--- config.mk ---
export PLATFORM = sky130hd
export DESIGN_NAME = hash_target_filter
export DESIGN_NICKNAME = d
export VERILOG_FILES = /design/src/rtl/hash_target_filter.sv
export SDC_FILE = /design/constraint.sdc
export NUM_CORES = 1
export LEC_CHECK = 0
export ABC_CLOCK_PERIOD_IN_PS = 7400
export BUFFER_PORTS_ARGS = -buffer_cell sky130_fd_sc_hd__buf_2
export CAP_MARGIN = 10
export CORE_AREA = 4 4 542 544
export DETAILED_ROUTE_END_ITERATION = 10
export DIE_AREA = 0 0 546 548
export RECOVER_POWER = 25
export SYNTH_ARGS = -nofsm -noshare
export SYNTH_HDL_FRONTEND = slang
export SYNTH_SLANG_ARGS = --single-unit
export TNS_END_PERCENT = 1
--- constraint.sdc ---
create_clock -name clk -period 7.4 [get_ports clk]
set_input_delay 1.48 -clock clk [delete_from_list [all_inputs] [get_ports clk]]
set_output_delay 1.48 -clock clk [all_outputs]
set_load 0.05 [all_outputs]
--- src/rtl/hash_target_filter.sv ---
// Compares the leading 64-bit hash word against a target and queues winning nonces in a FIFO.
// Define HASH_FILTER_BYTESWAP_EN to byte-reverse the word before it is compared and stored.
module hash_target_filter #(
  parameter int DEPTH = 4,
  parameter int CNT_W = 32
) (
  input  logic              clk,
  input  logic              rst_n,
  input  logic              in_valid,
  input  logic [1023:0]     in_hash,
  input  logic [63:0]       in_nonce,
  input  logic [63:0]       target,
  input  logic              clear,
  output logic              out_valid,
  input  logic              out_ready,
  output logic [63:0]       out_nonce,
  output logic [63:0]       out_word,
  output logic [CNT_W-1:0]  checked_cnt,
  output logic [CNT_W-1:0]  hit_cnt,
  output logic [CNT_W-1:0]  drop_cnt,
  output logic              overflow
);

  localparam int PW = (DEPTH > 1) ? $clog2(DEPTH) : 1;
  localparam int CW = PW + 1;

  function automatic logic [63:0] bswap(input logic [63:0] v);
    logic [63:0] r;
    for (int i = 0; i < 8; i++) r[8*i +: 8] = v[56-8*i +: 8];
    return r;
  endfunction

  function automatic logic [CNT_W-1:0] sat_inc(input logic [CNT_W-1:0] c);
    return (&c) ? c : c + CNT_W'(1);
  endfunction

  logic [63:0] w_in;
`ifdef HASH_FILTER_BYTESWAP_EN
  assign w_in = bswap(in_hash[1023:960]);
`else
  assign w_in = in_hash[1023:960];
`endif

  logic        s1_valid_q;
  logic [63:0] s1_word_q, s1_nonce_q, s1_target_q;

  always_ff @(posedge clk or negedge rst_n) begin
    if (!rst_n) begin
      s1_valid_q  <= 1'b0;
      s1_word_q   <= '0;
      s1_nonce_q  <= '0;
      s1_target_q <= '0;
    end else if (clear) begin
      s1_valid_q <= 1'b0;
    end else begin
      s1_valid_q <= in_valid;
      if (in_valid) begin
        s1_word_q   <= w_in;
        s1_nonce_q  <= in_nonce;
        s1_target_q <= target;
      end
    end
  end

  logic [63:0]      mem_nonce_q [DEPTH];
  logic [63:0]      mem_word_q  [DEPTH];
  logic [PW-1:0]    wr_ptr_q, wr_ptr_d, rd_ptr_q, rd_ptr_d;
  logic [CW-1:0]    count_q, count_d;
  logic [CNT_W-1:0] checked_q, checked_d, hit_q, hit_d, drop_q, drop_d;
  logic             overflow_q, overflow_d;
  logic             hit, full, pop, push, drop;

  assign hit       = s1_valid_q && (s1_word_q < s1_target_q);
  assign full      = (count_q == CW'(DEPTH));
  assign out_valid = (count_q != '0);
  assign pop       = out_valid && out_ready && !clear;
  // A full FIFO still accepts a hit when the head leaves in the same cycle.
  assign push      = hit && (!full || pop) && !clear;
  assign drop      = hit && full && !pop && !clear;

  always_comb begin
    wr_ptr_d   = wr_ptr_q;
    rd_ptr_d   = rd_ptr_q;
    count_d    = count_q;
    checked_d  = checked_q;
    hit_d      = hit_q;
    drop_d     = drop_q;
    overflow_d = overflow_q;
    if (clear) begin
      wr_ptr_d   = '0;
      rd_ptr_d   = '0;
      count_d    = '0;
      checked_d  = '0;
      hit_d      = '0;
      drop_d     = '0;
      overflow_d = 1'b0;
    end else begin
      if (s1_valid_q) checked_d = sat_inc(checked_q);
      if (push) begin
        wr_ptr_d = wr_ptr_q + PW'(1);
        hit_d    = sat_inc(hit_q);
      end
      if (pop) rd_ptr_d = rd_ptr_q + PW'(1);
      if (drop) begin
        drop_d     = sat_inc(drop_q);
        overflow_d = 1'b1;
      end
      count_d = count_q + CW'(push) - CW'(pop);
    end
  end

  always_ff @(posedge clk or negedge rst_n) begin
    if (!rst_n) begin
      wr_ptr_q   <= '0;
      rd_ptr_q   <= '0;
      count_q    <= '0;
      checked_q  <= '0;
      hit_q      <= '0;
      drop_q     <= '0;
      overflow_q <= 1'b0;
    end else begin
      wr_ptr_q   <= wr_ptr_d;
      rd_ptr_q   <= rd_ptr_d;
      count_q    <= count_d;
      checked_q  <= checked_d;
      hit_q      <= hit_d;
      drop_q     <= drop_d;
      overflow_q <= overflow_d;
    end
  end

  // Storage needs no reset: the head is masked whenever the FIFO is empty.
  always_ff @(posedge clk) begin
    if (push) begin
      mem_nonce_q[wr_ptr_q] <= s1_nonce_q;
      mem_word_q[wr_ptr_q]  <= s1_word_q;
    end
  end

  assign out_nonce   = out_valid ? mem_nonce_q[rd_ptr_q] : '0;
  assign out_word    = out_valid ? mem_word_q[rd_ptr_q]  : '0;
  assign checked_cnt = checked_q;
  assign hit_cnt     = hit_q;
  assign drop_cnt    = drop_q;
  assign overflow    = overflow_q;

endmodule

==> impl_metrics.csv <==
group,metric,value,unit
outcome,status,"completed",
power_and_ir_drop,pwr-share-clk,31.9,%
power_and_ir_drop,pwr-share-seq,40.5,%
critical_path,critPathMaxFanout,39,
yosys,synth_area,33400,um^2
yosys,synth_top_family_by_area,"multiplexers",
floorplanning,core_area,290000,um^2
clocking,cts-root-buf,"clkbuf_16",
clocking,cts-buffers-inserted,87,
critical_path,crit_end,"mem_word_q[3][42]",
route,firstDrtPassIters,5,
critical_path,critPathKind,"flop to flop",
critical_path,rr_worst_depth,10,
global_route,grt_pass1_wl,151000,um
power_and_ir_drop,p_sw_share,35.8,%
floorplanning,die-area,299000,um^2
placed_design,pre_cts_ws,1.37,ns
critical_path,regToRegSetupSlack,1.57,ns
yosys,synthFlopType,"edfxtp_1",
critical_path,rr_startpoint,"s1_word_q[14]",
global_route,grt_use_met1,7.93,%
yosys,syn-instance-count,2144,
route,drc,0,
floorplanning,die_y,548,um
yosys,synth.yosys.seq_area_share,68.2,%
yosys,ys_seq_elements,809,
yosys,synth_edf_count,512,
yosys,synth_mux_area_share,13.6,%
timing,slew_viol_final,0,
yosys,syn_avg_cell_area,15.6,um^2
timing,setup_viol,0,
global_route,grt_max_degree,157,
global_route,antenna_found_initial,59,
yosys,synth.distinct_cells,49,
layout,layout_commonest_cell,"edfxtp_1",
yosys,synth_compound_area_share,3.52,%
yosys,yosys_warnings,0,
clocking,cts_hold_buf,0,
critical_path,arrival,6.15,ns
layout,regArea,22800,um^2
layout,final_nets,3818,
power_and_ir_drop,p_per_area,308,nW/um^2
layout,multiInputGateArea,9980,um^2
timing,clock.fmax,172,MHz
yosys,yosys.area_share.simple,8.95,%
layout,drive_gt1_share,32.4,%
clocking,htreeDepth,3,
clocking,path_clk_slew,0.06,ns
route,num_vias,20053,
layout,area_delta_synth_final,29.4,%
floorplanning,rows,198,
clocking,cts.sinks,809,
clocking,worstSkewPairLatency,0.72,ns
route,wirelength,106000,um
clocking,cts_tree,"yes",
global_route,grtUsageMet2,11.9,%
timing,period_share,78.7,%
yosys,yosys-top-cells-area,"edfxtp_1, dfrtp_1, mux4_2",
timing,fin_crit,5.83,ns
route,via_per_inst,3.09,
yosys,ys_async_sr_fraction,36.7,%
layout,fin_area,43200,um^2
floorplanning,start_util,11.5,%
global_route,grt_pass1_vias,20794,
power_and_ir_drop,ir_drop,0.238,mV
floorplanning,ios,1383,
critical_path,critical_path_required,7.72,ns
route,wl_per_cell,16.4,um
critical_path,cp-start-kind,"flop",
timing,fin_ws,1.57,ns
layout,num-fill-cells,31864,
global_route,busiest_layer,"met2",
job,drv_cap,0,
critical_path,startpoint,"s1_word_q[14]",
timing,tns,0,ns
yosys,synth_xor_area_share,0.943,%
global_route,grt_util_all_layers,6.88,%
floorplanning,die_w,546,um
yosys,synth_top_area_share,46.0,%
power_and_ir_drop,p_leak,15.4,nW
power_and_ir_drop,comb_power_share,27.6,%
clocking,clockBufferDepth,3,
placed_design,io_buffers,422,
power_and_ir_drop,p_int,8.55,mW
yosys,synth_nets,3374,
yosys,synth_largest_area_cell,"edfxtp_1",
placed_design,dp_hpwl,77000,um
placed_design,globalplace.congestion,0.777,
power_and_ir_drop,p_sw,4.77,mW
timing,tightest_slew,1.14,ns
min_path,worstHoldPathType,"flop to flop",
timing,rsz0062_at_grt,"no",
route,antenna_left,0,
placed_design,place_area,40300,um^2
timing,slew-limit-headroom,24.0,%
clocking,cts_setup_buffers,0,
route,drtIter0Drc,1344,
critical_path,critPathCaptureType,"flop",
timing,hold_viol_final,0,
layout,final_cell_mix,"edfxtp_1, buf_2, dfrtp_1",
min_path,hp-start,"s1_nonce_q[49]",
global_route,grt_overflow,0,
clocking,cts_resized,0,
yosys,synth_adder_area_share,2.76,%
critical_path,rr_endpoint,"mem_word_q[3][42]",
timing,fin_worst_skew,0.0889,ns
global_route,grtUsageMet3,1.90,%
## cell usage after synthesis (all sizes together) (16+ instances only)
| library cell | instances |
|---|---|
| edfxtp | 512 |
| dfrtp | 297 |
| mux2 | 141 |
| and2 | 137 |
| mux4 | 128 |
| nand2 | 123 |
| o21ai | 96 |
| inv | 81 |
| clkbuf | 74 |
| nor2 | 74 |
| ha | 72 |
| a21oi | 69 |
| nand3 | 54 |
| nand4 | 41 |
| or3 | 31 |
| xor2 | 30 |
| buf | 25 |
| and3 | 21 |
| or4 | 21 |
| nor3 | 20 |
| nor2b | 16 |
| o31ai | 16 |
## worst min-delay path by stage
stage / cells after the start / endpoint / slack (ns)
2_1_floorplan: 0 / mem_nonce_q[0][0] / 0.47
3_3_place_gp: 0 / mem_nonce_q[0][49] / 0.48
3_5_place_dp: 0 / mem_nonce_q[3][3] / 0.50
4_1_cts: 0 / mem_nonce_q[2][49] / 0.46
5_1_grt: 0 / mem_nonce_q[2][49] / 0.48
6_report: 0 / mem_nonce_q[2][49] / 0.46
## sequential cells by signal, summed over array words and instances, names as in the netlist
register,count
wr_ptr_q,2
s1_nonce_q,64
mem_nonce_q,256
s1_valid_q,1
s1_word_q,64
checked_cnt,32
mem_word_q,256
hit_cnt,32
overflow,1
drop_cnt,32
count_q,3
rd_ptr_q,2
s1_target_q,64
## stage by stage
step / total power, mW / std cells / hold slack [ns] / utilization (%)
floorplan: 7.94 / 2144 / 0.472 / -
global placement: 9.21 / 6298 / 0.481 / 13.9
detailed placement: 9.24 / 6298 / 0.500 / 13.9
CTS: 13.5 / 6460 / 0.459 / 14.9
global route: 13.9 / 6476 / 0.482 / 14.9
finish: 13.3 / 6485 / 0.457 / 14.9
## cells by family (layout without fill, tap and decap cells)
kind of cell    Yosys count  count (layout)
buf+inv                 180             697
compound gates          207             207
mux                     275             275
xor+xnor                 36              36
simple gates            564             564
other cells               0              24
flops                   809             809
fa+ha+maj                73              73
## worst max-delay path, stage by stage (launching register included)
cell,delay [ns]
dfrtp_1,0.43
ha_1,0.35
nand4_1,0.61
nor3_2,0.30
a2111oi_1,0.91
a31oi_1,0.27
a2111oi_4,0.45
nand2_2,0.47
nor2_1,0.42
and2_4,0.70
buf_4,0.38
## power by group through the flow
stage | clock network [mW] | registers (mW) | logic (mW)
2_1_floorplan | 0 | 5.35 | 2.59
3_3_place_gp | 0 | 5.47 | 3.75
3_5_place_dp | 0 | 5.49 | 3.75
4_1_cts | 4.36 | 5.40 | 3.77
5_1_grt | 4.55 | 5.44 | 3.88
6_report | 4.25 | 5.39 | 3.67
## routing by layer
layer,vias to the layer above,part of all wire [%]
li1,9008,-
met1,10264,39
met2,548,50
met3,213,6.4
met4,20,3.7
met5,-,0.13
## layout make-up
| type | instances | share of cell area (%) |
|---|---|---|
| Antenna cell | 24 | 0.139 |
| Clock buffer | 121 | 5.51 |
| Clock inverter | 41 | 1.02 |
| Inverter | 81 | 0.703 |
| Multi-Input combinational cell | 1155 | 23.1 |
| Sequential cell | 809 | 52.8 |
| Tap cell | 3800 | 11.0 |
| Timing Repair Buffer | 454 | 5.80 |
No activity file was read; power rests on OpenSTA's default activity.
